**config.mk**
```make
export PLATFORM = sky130hd
export DESIGN_NAME = fetch_sequencer
export DESIGN_NICKNAME = d
export VERILOG_FILES = /design/src/rtl/fetch_sequencer.sv
export SDC_FILE = /design/constraint.sdc
export NUM_CORES = 1
export LEC_CHECK = 0
export CORE_AREA = 2 2 39 41
export CTS_CLUSTER_DIAMETER = 40
export CTS_CLUSTER_SIZE = 28
export DETAILED_ROUTE_END_ITERATION = 6
export DIE_AREA = 0 0 41 43
export DONT_BUFFER_PORTS = 1
export PLACE_DENSITY = 0.71
export SLEW_MARGIN = 20
export SYNTH_ARGS = -nofsm -noshare
export SYNTH_HDL_FRONTEND = slang
export SYNTH_SLANG_ARGS = --single-unit
```
**constraint.sdc**
```tcl
create_clock -name i_clk -period 1.3 [get_ports i_clk]
set_input_delay 0.13 -clock i_clk [delete_from_list [all_inputs] [get_ports i_clk]]
set_output_delay 0.13 -clock i_clk [all_outputs]
set_load 0.005 [all_outputs]
```
**src/rtl/fetch_sequencer.sv**
```systemverilog
// fetch_sequencer: fetch-stage control FSM for hazard stalls, interrupt entry and load-use freezes.
// Optional bubble counter is built when FETCH_PERF_CNT_EN is defined.
module fetch_sequencer #(
    parameter int HAZ_MIN_BUBBLES = 2,
    parameter int INT_SEQ_CYCLES  = 3
) (
    input  logic        i_clk,
    input  logic        i_reset,
    input  logic        i_int_req,
    input  logic        i_hazard_instr,
    input  logic        i_branch_resolved,
    input  logic        i_branch_taken,
    input  logic        i_load_use_stall,
    output logic        o_fetch_enable,
    output logic        o_insert_nop,
    output logic        o_interrupt_signal,
    output logic        o_flush_decode,
    output logic        o_int_ack,
    output logic [1:0]  o_state,
    output logic [15:0] o_bubble_count
);
    typedef enum logic [1:0] {IDLE = 2'd0, HAZ_WAIT = 2'd1, INT_ENTRY = 2'd2, INT_SEQ = 2'd3} state_t;

    state_t     state, state_next;
    logic [3:0] cnt, cnt_next;
    logic       resolved, resolved_next;
    logic       int_pending, int_req_d, ack_next;
    logic       int_rise, int_take;

    assign int_rise = i_int_req & ~int_req_d;
    assign int_take = (state == IDLE) && (state_next == INT_ENTRY);
    assign o_state  = state;

    // state, counter, flags; a new request edge outranks the clear on entry
    always_ff @(posedge i_clk or negedge i_reset) begin
        if (!i_reset) begin
            state       <= IDLE;
            cnt         <= 4'd0;
            resolved    <= 1'b0;
            int_pending <= 1'b0;
            int_req_d   <= 1'b0;
            o_int_ack   <= 1'b0;
        end else begin
            state       <= state_next;
            cnt         <= cnt_next;
            resolved    <= resolved_next;
            int_pending <= int_rise | (int_pending & ~int_take);
            int_req_d   <= i_int_req;
            o_int_ack   <= ack_next;
        end
    end

    // next-state and fetch control outputs
    always_comb begin
        state_next         = state;
        cnt_next           = cnt;
        resolved_next      = resolved;
        ack_next           = 1'b0;
        o_fetch_enable     = 1'b1;
        o_insert_nop       = 1'b0;
        o_interrupt_signal = 1'b0;
        o_flush_decode     = 1'b0;
        case (state)
            IDLE: begin
                o_fetch_enable = ~i_load_use_stall;
                if (i_hazard_instr && !i_load_use_stall) begin
                    state_next    = HAZ_WAIT;
                    cnt_next      = 4'(HAZ_MIN_BUBBLES);
                    resolved_next = 1'b0;
                end else if (int_pending && !i_load_use_stall) begin
                    state_next = INT_ENTRY;
                end
            end
            HAZ_WAIT: begin
                o_fetch_enable = 1'b0;
                o_insert_nop   = 1'b1;
                o_flush_decode = i_branch_resolved & i_branch_taken;
                cnt_next       = (cnt != 4'd0) ? cnt - 4'd1 : 4'd0;
                resolved_next  = resolved | i_branch_resolved;
                if (cnt <= 4'd1 && (resolved || i_branch_resolved))
                    state_next = IDLE;
            end
            INT_ENTRY: begin
                o_insert_nop       = 1'b1;
                o_interrupt_signal = 1'b1;
                state_next         = INT_SEQ;
                cnt_next           = 4'(INT_SEQ_CYCLES);
            end
            INT_SEQ: begin
                o_fetch_enable = 1'b0;
                o_insert_nop   = 1'b1;
                cnt_next       = (cnt != 4'd0) ? cnt - 4'd1 : 4'd0;
                if (cnt == 4'd1) begin
                    state_next = IDLE;
                    ack_next   = 1'b1;
                end
            end
            default: state_next = IDLE;
        endcase
    end

`ifdef FETCH_PERF_CNT_EN
    logic [15:0] bubble_count;

    // saturating count of NOP-inserted cycles
    always_ff @(posedge i_clk or negedge i_reset) begin
        if (!i_reset)
            bubble_count <= 16'h0000;
        else if (o_insert_nop && bubble_count != 16'hFFFF)
            bubble_count <= bubble_count + 16'd1;
    end

    assign o_bubble_count = bubble_count;
`else
    assign o_bubble_count = 16'h0000;
`endif
endmodule
```
# --- Yosys cells after proc, flatten, opt, wreduce, memory -nomap -nowiden ---
# Cells that the tools add are included.
classes:
  add_sub_neg: 1
  order_cmp: 1
  eq_ne: 6
  muxes: 16
  n_bitwise: 8
  reduce_logical: 12
op_table:
  columns: ["cell", "n"]
  rows:
  - ["case mux 4 bit (3 select lines)", 1]
  - ["2-to-1 mux 2 bit", 4]
  - ["2-to-1 mux 4 bit", 2]
  - ["case mux 2 bit (4 select lines)", 1]
  - ["== test 2 bit, second input constant", 3]
  - ["2-to-1 mux 1 bit", 6]
  - ["== test 4 x 1 -> 1 bit, second input constant", 1]
  - ["<= comparator 4 x 1 -> 1 bit, second input constant", 1]
  - ["logical AND 1 bit", 4]
  - ["case mux 1 bit (2 select lines)", 2]
  - ["nonzero test 4 bit", 1]
  - ["subtractor 4 x 1 -> 4 bit, second input constant", 1]
  - ["AND 1 bit", 3]
  - ["NOT 1 bit", 3]
  - ["OR reduction 3 bit", 1]
  - ["== test 2 x 1 -> 1 bit, second input constant", 1]
  - ["logical NOT 2 bit", 1]
  - ["inequality test 2 x 1 -> 1 bit, second input constant", 1]
  - ["OR 1 bit", 2]
  - ["AND reduction 2 bit", 1]
  - ["nonzero test 2 bit", 1]
  - ["OR reduction 2 bit", 1]
  - ["logical NOT 1 bit", 1]
  - ["logical OR 1 bit", 1]
word_totals:
  reg_bits: 10
  wordCells: 50

# --- Depth between registers and ports, before layout ---
depth:
  depth_word: 10
  mapped_depth: 4

# --- Least setup slack after synthesis ---
# Ideal clock, no wire load.
synth_path:
  kind: "flip-flop to flip-flop"
  start: "register cnt[1]"
  end: "register cnt[0]"
  setup_ns: 0.126
  t_arrival_ns: 1.096
  required_time_ns: 1.174
  setup_slack_ns: 0.078
  stages_incl_launch_ff: 3
  n_path_buf: 0
  path_cell_list: "dfrtp_1 > or3_4 > a221o_1"
synth_between:
  elab_chain_cells: 3
synth_lines:
  columns: ["element", "line_no", "source"]
  rows:
  - ["from (decl)", "25", "logic [3:0] cnt, cnt_next;"]
  - ["from (signal assigned)", "45", "cnt <= cnt_next;"]
  - ["nonzero test 4 bit", "78, 92", null]
  - ["2-to-1 mux 4 bit", "78, 92", null]
  - ["case mux 4 bit (3 select lines)", "63", "case (state)"]
# No other way between the ends.
# A chain may end at the register's enable or synchronous reset.

# --- Worst setup path in the final report ---
layout_path:
  start: "register state[0] (netlist: o_state[0])"
  end: "output o_insert_nop"
layout_between:
  elab_chain_cells: 3
  word_cells_on_any_way: 5
  cone_classes: "eq/ne (3); mux (1); reduce/logical (1)"
layout_lines:
  columns: ["element", "line_no", "source"]
  rows:
  - ["from (decl)", "24", "state_t state, state_next;"]
  - ["from (signal assigned)", "44", "state <= state_next;"]
  - ["== test 2 bit / == test 2 x 1 -> 1 bit (equally long branches)", "63", null]
  - ["OR reduction 3 bit (no source line) (*)", null, null]
  - ["2-to-1 mux 1 bit (*)", "63", null]
  - ["to (decl)", "15", "output logic o_insert_nop,"]
# Mark *: on every way between the ends. The rest lies on a longest branch, timed or not.

==> run summary <==
status = complete, no violations
number of diodes = 0
clk slew on worst S/H paths = 0.07 ns
Tcrit/Tclk final = 96.4%
root buf cell = clkbuf_4
power density over the cells = 2070 mW/mm²
crit path time final = 1.25 ns
DR iter-0 viols = 3
CP max stage cell = dfrtp_2
leak pwr = 0.334 nW
CTS Sinks = 10
min-delay worst type = input pin to register
DR pass1 iterations = 4
endpoint type of the worst setup path = output port
crit-path max cell delay = 0.44 ns
Synth Area in Simple Gates = 21.5%
Synth top area share = 39.1%
CTS Buffer Depth = 2
Fin Setup TNS = 0 ns
first-pass GRT wire length = 1.62 mm
DP HPWL = 802 µm
Seq/Total Area, Yosys = 39.1%
crit path DAT = 1.12 ns
most common flop cell mapped by yosys = dfrtp_1
Setup violations, final = 0
DRT antenna net count = 0
layout cell share with drive strength beyond 1 = 31.6%
DRC viols = 0
port bufs = 0
Util after Layout = 52.4%
effective utilization at floorplan = 46.2%
total of warnings raised by yosys = 0
via count = 466
most area-consuming cells after synthesis = dfrtp_1, buf_4, nor4b_2, a21oi_1, o31a_2
clock buffer count from CTS = 3
worst path cell trace = or2_4, buf_4
die width = 41 µm
Post-Syn Instances = 63
fillers = 134
IO Count = 30
Synth Area in Compound Gates = 16.4%
worst path required time = 1.17 ns
drt via density = 5.07
Hold Violations, Final = 0
critical path fanouts, max = 6
number of nets in the layout = 84
Max Freq = 798 MHz
Post-Synth Adder-Cell Area = 0%
vias in the first global route = 382
core box area = 0.00138 mm²
VDD IR max = 0.00114 V
xor/xnor cell area share of the yosys netlist = 0%
total global routing overflow = 0
synthesis-stage register bit count = 10
row count = 14
routed wire length per instance = 12.1 µm
Synth-to-Final Area Change = 13.3%
RSZ-0062 raised after global routing = true
WL final = 1.12 mm
RePlAce Congestion = 0.762
final max-slew violation count = 0
post-synth cell types = 26
Avg Cell Area, Syn = 10.1 µm²
critical path class = register to output port
max_cap viols = 0
Tot Pwr = 1.50 mW
worst clock skew = 0.00610 ns
synth cell count leaders = buf_4, dfrtp_1, a21oi_1, nor2_1
Worst-Skew Late Latency = 0.27 ns
top-count cell post-synth = buf_4
post-synthesis mux area share = 0%
DIE AREA = 0.00176 mm²
main combinational cell family by area after synthesis = buffers and inverters
Mapped Area = 639 µm²
dominant cell type by area after synthesis = dfrtp_1
CTS tree = built
largest net degree at the start of global routing = 11
initial antenna violation count = 0
Vert. Die Dim = 43 µm
H-tree levels = 1
share of synthesized flip-flops with an asynchronous set or reset = 100%
Post-synth EDFFs = 0
startpoint types = register
GRT Util Overall = 14.8%
-- power breakdown --
group / leakage (nW) / switching, mW / internal, mW
logic: 0.192 / 0.319 / 0.396
registers: 0.120 / 0.0991 / 0.410
clock network: 0.0210 / 0.107 / 0.170
total: 0.334 / 0.525 / 0.976
-- final cells by class --
cell class / instances / area (µm²) / area share [%]
clock buffer: 4 / 36.3 / 5.01
inverter: 2 / 12.5 / 1.73
multi-input combinational: 48 / 305 / 42.1
sequential: 10 / 251 / 34.7
tap: 16 / 20.0 / 2.76
timing repair buffer: 12 / 98.8 / 13.6
-- logic make-up after synthesis --
group           Yosys count
buf+inv                  20
other cells               1
simple gates             17
compound gates           15
flops                    10
-- final timing paths --
check,end,cells after the start,from,slack (ns)
max in group asynchronous,o_state[0],1,i_reset,0.72
setup / recovery,o_insert_nop,2,o_state[0],0.05
setup reg to reg,o_state[0],3,cnt[1],0.08
hold / removal,int_pending,2,i_hazard_instr,0.01
hold reg to reg,int_pending,1,int_req_d,0.42
min in group asynchronous,o_state[1],1,i_reset,0.24
-- cells in the final DEF, fill, tap and decap left out, types with 2 or more instances in the layout --
master,synthesis,final
conb_1,1,16
dfrtp_1,10,9
buf_4,18,9
a21oi_1,4,4
nor2_1,4,4
clkbuf_4,0,3
nor4b_2,2,2
and2b_1,2,2
o21ai_0,2,2
o31a_2,2,2
dlygate4sd3_1,0,2
-- critical path, delay by kind of cell, from the launching register on --
family / cells / cell delay [ns]
flip-flops: 1 / 0.44
AND/OR/NAND/NOR: 1 / 0.28
buffers and inverters: 1 / 0.14
-- registers in the layout, indices dropped and copies added (netlist names) --
register and cells:
cnt 4, int_pending 1, int_req_d 1, o_int_ack 1
o_state 2, resolved 1
-- metal layers --
layer | wire length (µm) | track usage, % | vias up
met5 | 0 | 0 | -
met4 | 17 | 8.00 | 0
met3 | 92 | 9.42 | 5
met2 | 553 | 21.3 | 22
met1 | 453 | 15.9 | 220
li1 | - | - | 219
-- timing repair --
action                                  4_1_cts  5_1_grt
endpoints found under the hold margin        11        0
setup buffers                                 0        4
endpoints found under the setup margin        2        3
pin swaps                                     0        2
hold buffers                                  2        0
resized for setup                             2        4
-- metrics by stage --
stage | instances | hold slack, ns | worst slack [ns] | cell area (µm²)
6_report | 92 | 0.0116 | 0.0472 | 724
5_1_grt | 92 | 0.00695 | -0.0150 | 724
4_1_cts | 88 | 0.0124 | 0.0389 | 684
3_5_place_dp | 82 | -0.165 | 0.101 | 626
3_3_place_gp | 82 | -0.165 | 0.0967 | 626
2_1_floorplan | 78 | -0.166 | 0.0778 | 696
Note: power is estimated with default switching activity, not from simulation.
